### src/rtl/pistorm_pkg.sv
`default_nettype none
// ============================================================================
// Module  : pistorm_pkg
// Brief   : Shared types for the 68000 bus arbiter. Holds the arbitration
//           state encoding and the status-register bit positions that
//           software uses to read bus ownership.
// Rev     : 1.0  initial release
// ============================================================================
package pistorm_pkg;

    // Bus mastership states, shared with status readback logic
    typedef enum logic [2:0] {
        IDLE    = 3'd0,
        LOCAL   = 3'd1,
        ARB     = 3'd2,
        GRANT   = 3'd3,
        EXT     = 3'd4,
        RECOVER = 3'd5
    } arb_state_t;

    // Status register layout: ownership flag plus the raw state field
    localparam int c_stat_ext_owner_bit = 0;
    localparam int c_stat_arb_state_lsb = 1;
    localparam int c_stat_arb_state_msb = 3;

endpackage : pistorm_pkg
`default_nettype wire

### src/rtl/m68k_bus_arbiter_sync_bit.sv
`default_nettype none
// ============================================================================
// Module  : sync_bit
// Brief   : SYNC_STAGES-deep flop chain bringing one asynchronous bus pin
//           into the c200m domain. Reset value is selectable so idle-high
//           active-low pins come out of reset in their inactive level.
// Rev     : 1.0  initial release
// ============================================================================
module sync_bit #(
    parameter int   SYNC_STAGES = 2,     // must be >= 2
    parameter logic RESET_VAL   = 1'b1
) (
    input  logic c200m,
    input  logic rst_n,
    input  logic d,
    output logic q
);

    logic [SYNC_STAGES-1:0] r_chain;

    // Shift the raw pin through the chain; reset presets every stage
    always_ff @(posedge c200m or negedge rst_n) begin
        if (!rst_n) begin
            r_chain <= {SYNC_STAGES{RESET_VAL}};
        end else begin
            r_chain <= {r_chain[SYNC_STAGES-2:0], d};
        end
    end

    assign q = r_chain[SYNC_STAGES-1];

endmodule : sync_bit
`default_nettype wire

### src/rtl/m68k_bus_arbiter.sv
`default_nettype none
// ============================================================================
// Module  : m68k_bus_arbiter
// Brief   : Owns 68000 bus mastership between the local cycle engine and an
//           external DMA master (BR_n/BG_n/BGACK_n). Gates local cycle
//           starts, drives BG_n and controls our bus-control tri-states.
// Rev     : 1.0  initial release
// ============================================================================
module m68k_bus_arbiter
    import pistorm_pkg::*;
#(
    parameter int SYNC_STAGES    = 2,   // >= 2
    parameter int GRANT_TIMEOUT  = 16,  // >= 1
    parameter int RECOVER_CYCLES = 1    // >= 1
) (
    input  logic c200m,
    input  logic rst_n,
    input  logic c7m_rising,
    input  logic c7m_falling,
    input  logic br_n,
    input  logic bgack_n,
    input  logic as_n,
    input  logic bus_reset,
    input  logic local_req,
    input  logic local_done,
    output logic local_grant,
    output logic bg_n,
    output logic drive_en,
    output logic ext_owner
);

    localparam int c_to_w = $clog2(GRANT_TIMEOUT + 1);
    localparam int c_rc_w = $clog2(RECOVER_CYCLES + 1);

    localparam logic [c_to_w-1:0] c_to_max = c_to_w'(GRANT_TIMEOUT);
    localparam logic [c_to_w-1:0] c_to_one = c_to_w'(1);
    localparam logic [c_rc_w-1:0] c_rc_max = c_rc_w'(RECOVER_CYCLES);
    localparam logic [c_rc_w-1:0] c_rc_one = c_rc_w'(1);

    // Synchronised pin copies; decisions never look at the raw pins
    logic w_br_s;
    logic w_bgack_s;
    logic w_as_s;

    // Only the rising bus-clock edge paces arbitration
    logic w_unused_falling;
    assign w_unused_falling = c7m_falling;

    arb_state_t        r_state;
    arb_state_t        w_state_nxt;
    logic [c_to_w-1:0] r_to_cnt;
    logic [c_to_w-1:0] w_to_cnt_nxt;
    logic [c_to_w-1:0] w_to_inc;
    logic [c_rc_w-1:0] r_rc_cnt;
    logic [c_rc_w-1:0] w_rc_cnt_nxt;
    logic [c_rc_w-1:0] w_rc_inc;

    logic r_local_grant;
    logic r_bg_n;
    logic r_drive_en;
    logic r_ext_owner;
    logic w_local_grant_nxt;
    logic w_bg_n_nxt;
    logic w_drive_en_nxt;
    logic w_ext_owner_nxt;

    sync_bit #(.SYNC_STAGES(SYNC_STAGES), .RESET_VAL(1'b1)) u_sync_br (
        .c200m (c200m),
        .rst_n (rst_n),
        .d     (br_n),
        .q     (w_br_s)
    );

    sync_bit #(.SYNC_STAGES(SYNC_STAGES), .RESET_VAL(1'b1)) u_sync_bgack (
        .c200m (c200m),
        .rst_n (rst_n),
        .d     (bgack_n),
        .q     (w_bgack_s)
    );

    sync_bit #(.SYNC_STAGES(SYNC_STAGES), .RESET_VAL(1'b1)) u_sync_as (
        .c200m (c200m),
        .rst_n (rst_n),
        .d     (as_n),
        .q     (w_as_s)
    );

    // Saturating increments so neither counter can ever wrap
    assign w_to_inc = (r_to_cnt == c_to_max) ? r_to_cnt : (r_to_cnt + c_to_one);
    assign w_rc_inc = (r_rc_cnt == c_rc_max) ? r_rc_cnt : (r_rc_cnt + c_rc_one);

    // Next-state, counter and registered-output decode
    always_comb begin
        w_state_nxt  = r_state;
        w_to_cnt_nxt = '0;
        w_rc_cnt_nxt = '0;

        if (bus_reset) begin
            // Bus-wide reset drops everything, including an in-flight local cycle
            w_state_nxt = IDLE;
        end else begin
            case (r_state)
                IDLE: begin
                    // External request beats a simultaneous local request
                    if (!w_br_s) begin
                        w_state_nxt = ARB;
                    end else if (local_req && w_bgack_s) begin
                        w_state_nxt = LOCAL;
                    end
                end
                LOCAL: begin
                    // A started cycle always runs to S7; BR waits behind it
                    if (local_done) begin
                        w_state_nxt = IDLE;
                    end
                end
                ARB: begin
                    // Grant only once the current bus cycle has ended
                    if (w_as_s && c7m_rising) begin
                        w_state_nxt = GRANT;
                    end
                end
                GRANT: begin
                    w_to_cnt_nxt = r_to_cnt;
                    if (!w_bgack_s) begin
                        w_state_nxt  = EXT;
                        w_to_cnt_nxt = '0;
                    end else if (!w_br_s) begin
                        w_to_cnt_nxt = '0;
                    end else if (c7m_rising) begin
                        if (w_to_inc == c_to_max) begin
                            w_state_nxt  = IDLE;
                            w_to_cnt_nxt = '0;
                        end else begin
                            w_to_cnt_nxt = w_to_inc;
                        end
                    end
                end
                EXT: begin
                    // BR is not looked at until recovery completes
                    if (w_bgack_s) begin
                        w_state_nxt = RECOVER;
                    end
                end
                RECOVER: begin
                    w_rc_cnt_nxt = r_rc_cnt;
                    if (c7m_rising) begin
                        if (w_rc_inc == c_rc_max) begin
                            w_state_nxt  = IDLE;
                            w_rc_cnt_nxt = '0;
                        end else begin
                            w_rc_cnt_nxt = w_rc_inc;
                        end
                    end
                end
                default: begin
                    w_state_nxt = IDLE;
                end
            endcase
        end

        w_local_grant_nxt = (w_state_nxt == LOCAL);
        w_bg_n_nxt        = (w_state_nxt != GRANT);
        w_drive_en_nxt    = (w_state_nxt == IDLE) || (w_state_nxt == LOCAL) ||
                            (w_state_nxt == ARB);
        w_ext_owner_nxt   = (w_state_nxt == EXT) || (w_state_nxt == RECOVER);
    end

    // State, counters and glitch-free registered pad controls
    always_ff @(posedge c200m or negedge rst_n) begin
        if (!rst_n) begin
            r_state       <= IDLE;
            r_to_cnt      <= '0;
            r_rc_cnt      <= '0;
            r_local_grant <= 1'b0;
            r_bg_n        <= 1'b1;
            r_drive_en    <= 1'b1;
            r_ext_owner   <= 1'b0;
        end else begin
            r_state       <= w_state_nxt;
            r_to_cnt      <= w_to_cnt_nxt;
            r_rc_cnt      <= w_rc_cnt_nxt;
            r_local_grant <= w_local_grant_nxt;
            r_bg_n        <= w_bg_n_nxt;
            r_drive_en    <= w_drive_en_nxt;
            r_ext_owner   <= w_ext_owner_nxt;
        end
    end

    assign local_grant = r_local_grant;
    assign bg_n        = r_bg_n;
    assign drive_en    = r_drive_en;
    assign ext_owner   = r_ext_owner;

endmodule : m68k_bus_arbiter
`default_nettype wire

### config.mk
export PLATFORM = sky130hd
export DESIGN_NAME = m68k_bus_arbiter
export DESIGN_NICKNAME = d
export VERILOG_FILES = /design/src/rtl/pistorm_pkg.sv /design/src/rtl/m68k_bus_arbiter_sync_bit.sv /design/src/rtl/m68k_bus_arbiter.sv
export SDC_FILE = /design/constraint.sdc
export NUM_CORES = 1
export LEC_CHECK = 0
export ABC_AREA = 1
export BUFFER_PORTS_ARGS = -buffer_cell sky130_fd_sc_hd__buf_2
export CORE_UTILIZATION = 48
export CTS_CLUSTER_SIZE = 28
export DETAILED_ROUTE_END_ITERATION = 10
export HOLD_SLACK_MARGIN = 0.05
export PLACE_DENSITY = 0.69
export SETUP_SLACK_MARGIN = 0.15
export SLEW_MARGIN = 20
export SYNTH_ARGS = -nofsm -noshare
export SYNTH_HDL_FRONTEND = slang
export SYNTH_SLANG_ARGS = --single-unit
### constraint.sdc
create_clock -name c200m -period 2.25 [get_ports c200m]
set_clock_uncertainty 0.05 [all_clocks]
set_input_delay 0.1125 -clock c200m [delete_from_list [all_inputs] [get_ports c200m]]
set_output_delay 0.1125 -clock c200m [all_outputs]
set_load 0.03 [all_outputs]
==> reports/results.txt <==
The number of H-tree levels came out at 1. The share of the clock period used by the worst path is 76.6%. The routed via count is 768.

The total routed wirelength came out at 1.65 mm. The most used flip-flop cell after synthesis is sky130_fd_sc_hd__dfrtp_1. Signal routing reaches up to met4. Clock-pin slew was measured on the worst setup and hold paths at 0.10 ns.

The run gives 1750 um2 as the area of the core region. The most used standard cell by instance count after synthesis was sky130_fd_sc_hd__nand2_1. Setup repair after global routing left no endpoint under its margin. The logs give 14 for the number of ports placed on the die boundary and 19.1% for the total global routing track utilization.

The run finished with clean final reports. Average cell area after synthesis: 8.40 um2. The worst setup path is launched from a flip-flop. After detailed routing, the wire length on met1 is 800 um. The final layout contains 141 nets. After global routing the overflow that remains totals 0. The floorplan has 15 rows. The worst pin sits at a relative slew slack of 74.3%. TritonCTS built the clock tree. The final critical path time including I/O delays and setup works out to 1.72 ns. The count of TritonRoute iterations in the first routing pass came out at 4.

For the TritonCTS buffer count, the log shows 3. The routed wirelength normalized by instance count is 10.8 um. 0 antenna diodes ended up in the layout.

The synthesized netlist occupies a cell area of 898 um2. The worst path arrival time came out at 1.89 ns. In this run the tool buffered the top-level ports with 12 buffer cells. The post-detailed-placement half-perimeter wirelength came out at 1.29 mm. Summed over all nets, wire length on met3 after detailed routing comes to 50 um.

The number of flops mapped to enable cells by yosys was 0; the routed wire length on met2 was 779 um. Counting every net in the synthesized netlist gives 119. The tree is rooted in a sky130_fd_sc_hd__clkbuf_4.

Max-cap violations in this run came to 0. The proportion of layout cells with a drive suffix above 1 was 28.9%. The number of hold violations in the final report was 0. Start-to-end type of the worst setup path: flip-flop to flip-flop. The tools report the post-route antenna net violation count as 0.

After synthesis, flip-flops and latches occupy 51.3% of the total area. The layout overhead on the synthesized area is 19.8%. The logs give 2.76 mm for the wire length of the first global-routing pass and 0.761 for the routability-driven placement congestion ratio. Hold timing on the final database bottoms out at a slack of 0.183 ns. In the routed design, unresolved DRC markers number 0. The die is 45.3 um tall. In the final timing run, aggregate negative setup slack is 0 ns. IR analysis of the VDD net gives a maximum drop of 0.390 mV. Power spread over the standard cell area amounts to 563 nW/um2. For this run, the number of Yosys warnings is 0.

The analysis attributes to cell leakage a power of 0.000519 uW. The floorplan step defined a die boundary enclosing 2050 um2. After technology mapping, the gate count stands at 107. The biggest area contributor in the post-synthesis netlist is sky130_fd_sc_hd__dfrtp_1.

The number of antenna violations at the first check in global routing is 0, and the post-synthesis async set-or-reset flop share is 100%. The later pin in the worst-skew pair is clocked with a latency of 0.28 ns. The via count of the first global-routing pass came out at 695.

Along the worst path, the maximum fanout reaches 5. The number of max-slew violations in the final report is 0, and the maximum number of pins on one net before global-route repair is 19. The starting density of the core came out at 51.5%.

The ratio of routed vias to standard cells is 5.02, and the clock sink count is 18. The clock passes through at most 2 buffers. After synthesis the netlist holds a flip-flop and latch count of 18. Type of destination of the critical path: a flip-flop. After synthesis, the most frequently instantiated cells are sky130_fd_sc_hd__nand2_1 (22), sky130_fd_sc_hd__inv_1 (19), sky130_fd_sc_hd__dfrtp_1 (10). Once layout is complete, the utilization of the core stands at 61.6%. The violation count after the first detailed-routing iteration came out at 13. The transition time of the tightest slew-check pin came out at 0.385 ns. The tools report the buffer count from post-CTS setup fixing as 0.

Yosys attributes the largest share of cell area to sky130_fd_sc_hd__dfrtp_1 (28%), sky130_fd_sc_hd__dfstp_2 (23%), sky130_fd_sc_hd__nand2_1 (9.2%). Setup violations remaining at the end of the flow were counted as 0. Distinct cell type count of the synthesized netlist: 20. After layout, the design draws a total of 606 uW. The worst hold path class is input pin to flip-flop. After synthesis, the largest area contributor takes up 27.9% of total cell area. The number of gates resized after CTS was 0. Data on the critical path is required at its endpoint by 2.41 ns.

Measured along the x axis, the die boundary spans 45.3 um. Static timing analysis puts the maximum clock frequency at 0.580 GHz.
## report_power, final
| part | internal, uW | total, uW | switching (uW) |
|---|---|---|---|
| combinational | 23.8 | 61.6 | 37.8 |
| sequential | 341 | 350 | 8.30 |
| clock | 98.4 | 195 | 96.2 |
## cell families (layout without fill, tap and decap cells)
kind of cell | Yosys count | count (layout) | synth area share [%]
buffers and inverters | 20 | 41 | 8.36
AOI/OAI and AO/OA | 13 | 13 | 8.22
adders and majority gates | 2 | 2 | 2.79
and+or+nand+nor | 54 | 54 | 29.4
DFF | 18 | 18 | 51.3
## registers in the layout, summed over array words and instances (netlist names)
name and flops:
local_grant 1, u_sync_bgack.r_chain 2, u_sync_as.r_chain 2, ext_owner 1, u_sync_br.r_chain 2, r_to_cnt 5
drive_en 1, bg_n 1, r_state 3
## through the flow
stage	instance area, um2	std cells	setup WS, ns
floorplan	898	107	0.738
global placement	990	144	0.620
detailed placement	990	144	0.538
CTS	1080	153	0.508
global route	1080	153	0.344
finish	1080	153	0.527
## what timing repair did
item                                   in CTS  in global routing
hold buffers                                5                  0
endpoints found under the hold margin      22                  0
setup endpoints to repair                   0                  0
## cell usage in the layout, fill, tap and decap left out
master                           n
sky130_fd_sc_hd__nand2_1        22
sky130_fd_sc_hd__inv_1          19
sky130_fd_sc_hd__buf_2          12
sky130_fd_sc_hd__dfrtp_1        10
sky130_fd_sc_hd__nor2_1          8
sky130_fd_sc_hd__dfstp_2         8
sky130_fd_sc_hd__o21ai_0         7
sky130_fd_sc_hd__nand3_1         6
sky130_fd_sc_hd__nand4_1         5
sky130_fd_sc_hd__nor2_2          5
sky130_fd_sc_hd__dlygate4sd3_1   5
sky130_fd_sc_hd__nand2_2         3
sky130_fd_sc_hd__clkbuf_4        3
sky130_fd_sc_hd__nand3_2         2
sky130_fd_sc_hd__a21oi_1         2
sky130_fd_sc_hd__nor3_1          2
sky130_fd_sc_hd__ha_1            2
sky130_fd_sc_hd__a21oi_2         1
sky130_fd_sc_hd__inv_2           1
sky130_fd_sc_hd__o211ai_1        1
sky130_fd_sc_hd__o31ai_1         1
sky130_fd_sc_hd__nor3_2          1
sky130_fd_sc_hd__o21ai_1         1
sky130_fd_sc_hd__clkbuf_8        1
## routing by layer
layer / global-route usage [%] / up-vias
li1: - / 384
met4: 7.27 / 0
met3: 3.60 / 2
met5: 0 / -
met1: 25.4 / 368
met2: 31.0 / 14
## path summary, 6_finish.rpt
kind	slack (ns)	endpoint	from	cells after the start
min	0.18	r_to_cnt[4]	c7m_rising	4
max reg2reg	0.53	local_grant	r_to_cnt[0]	11
min reg2reg	0.31	u_sync_br.r_chain[1]	u_sync_br.r_chain[0]	0
max in group asynchronous	1.61	u_sync_as.r_chain[0]	rst_n	2
max	0.53	local_grant	r_to_cnt[0]	11
min in group asynchronous	0.23	r_to_cnt[4]	rst_n	2
## critical path, cell delays in order, from the launching register on
cell	delay (ns)
sky130_fd_sc_hd__dfrtp_1	0.42
sky130_fd_sc_hd__inv_1	0.09
sky130_fd_sc_hd__ha_1	0.20
sky130_fd_sc_hd__nand2_1	0.09
sky130_fd_sc_hd__inv_1	0.05
sky130_fd_sc_hd__nand2_1	0.05
sky130_fd_sc_hd__nand2_1	0.07
sky130_fd_sc_hd__a21oi_2	0.17
sky130_fd_sc_hd__nand3_2	0.08
sky130_fd_sc_hd__nand2_2	0.10
sky130_fd_sc_hd__nand2_2	0.07
sky130_fd_sc_hd__nor3_2	0.19
## final cells by class
| class | count | area [um2] |
|---|---|---|
| Multi-Input combinational cell | 69 | 363 |
| Timing Repair Buffer | 17 | 110 |
| Clock buffer | 4 | 36.3 |
| Fill cell | 149 | 669 |
| Inverter | 20 | 75.1 |
| Sequential cell | 18 | 460 |
| Tap cell | 25 | 31.3 |
No activity file was read; power rests on OpenSTA's default activity.
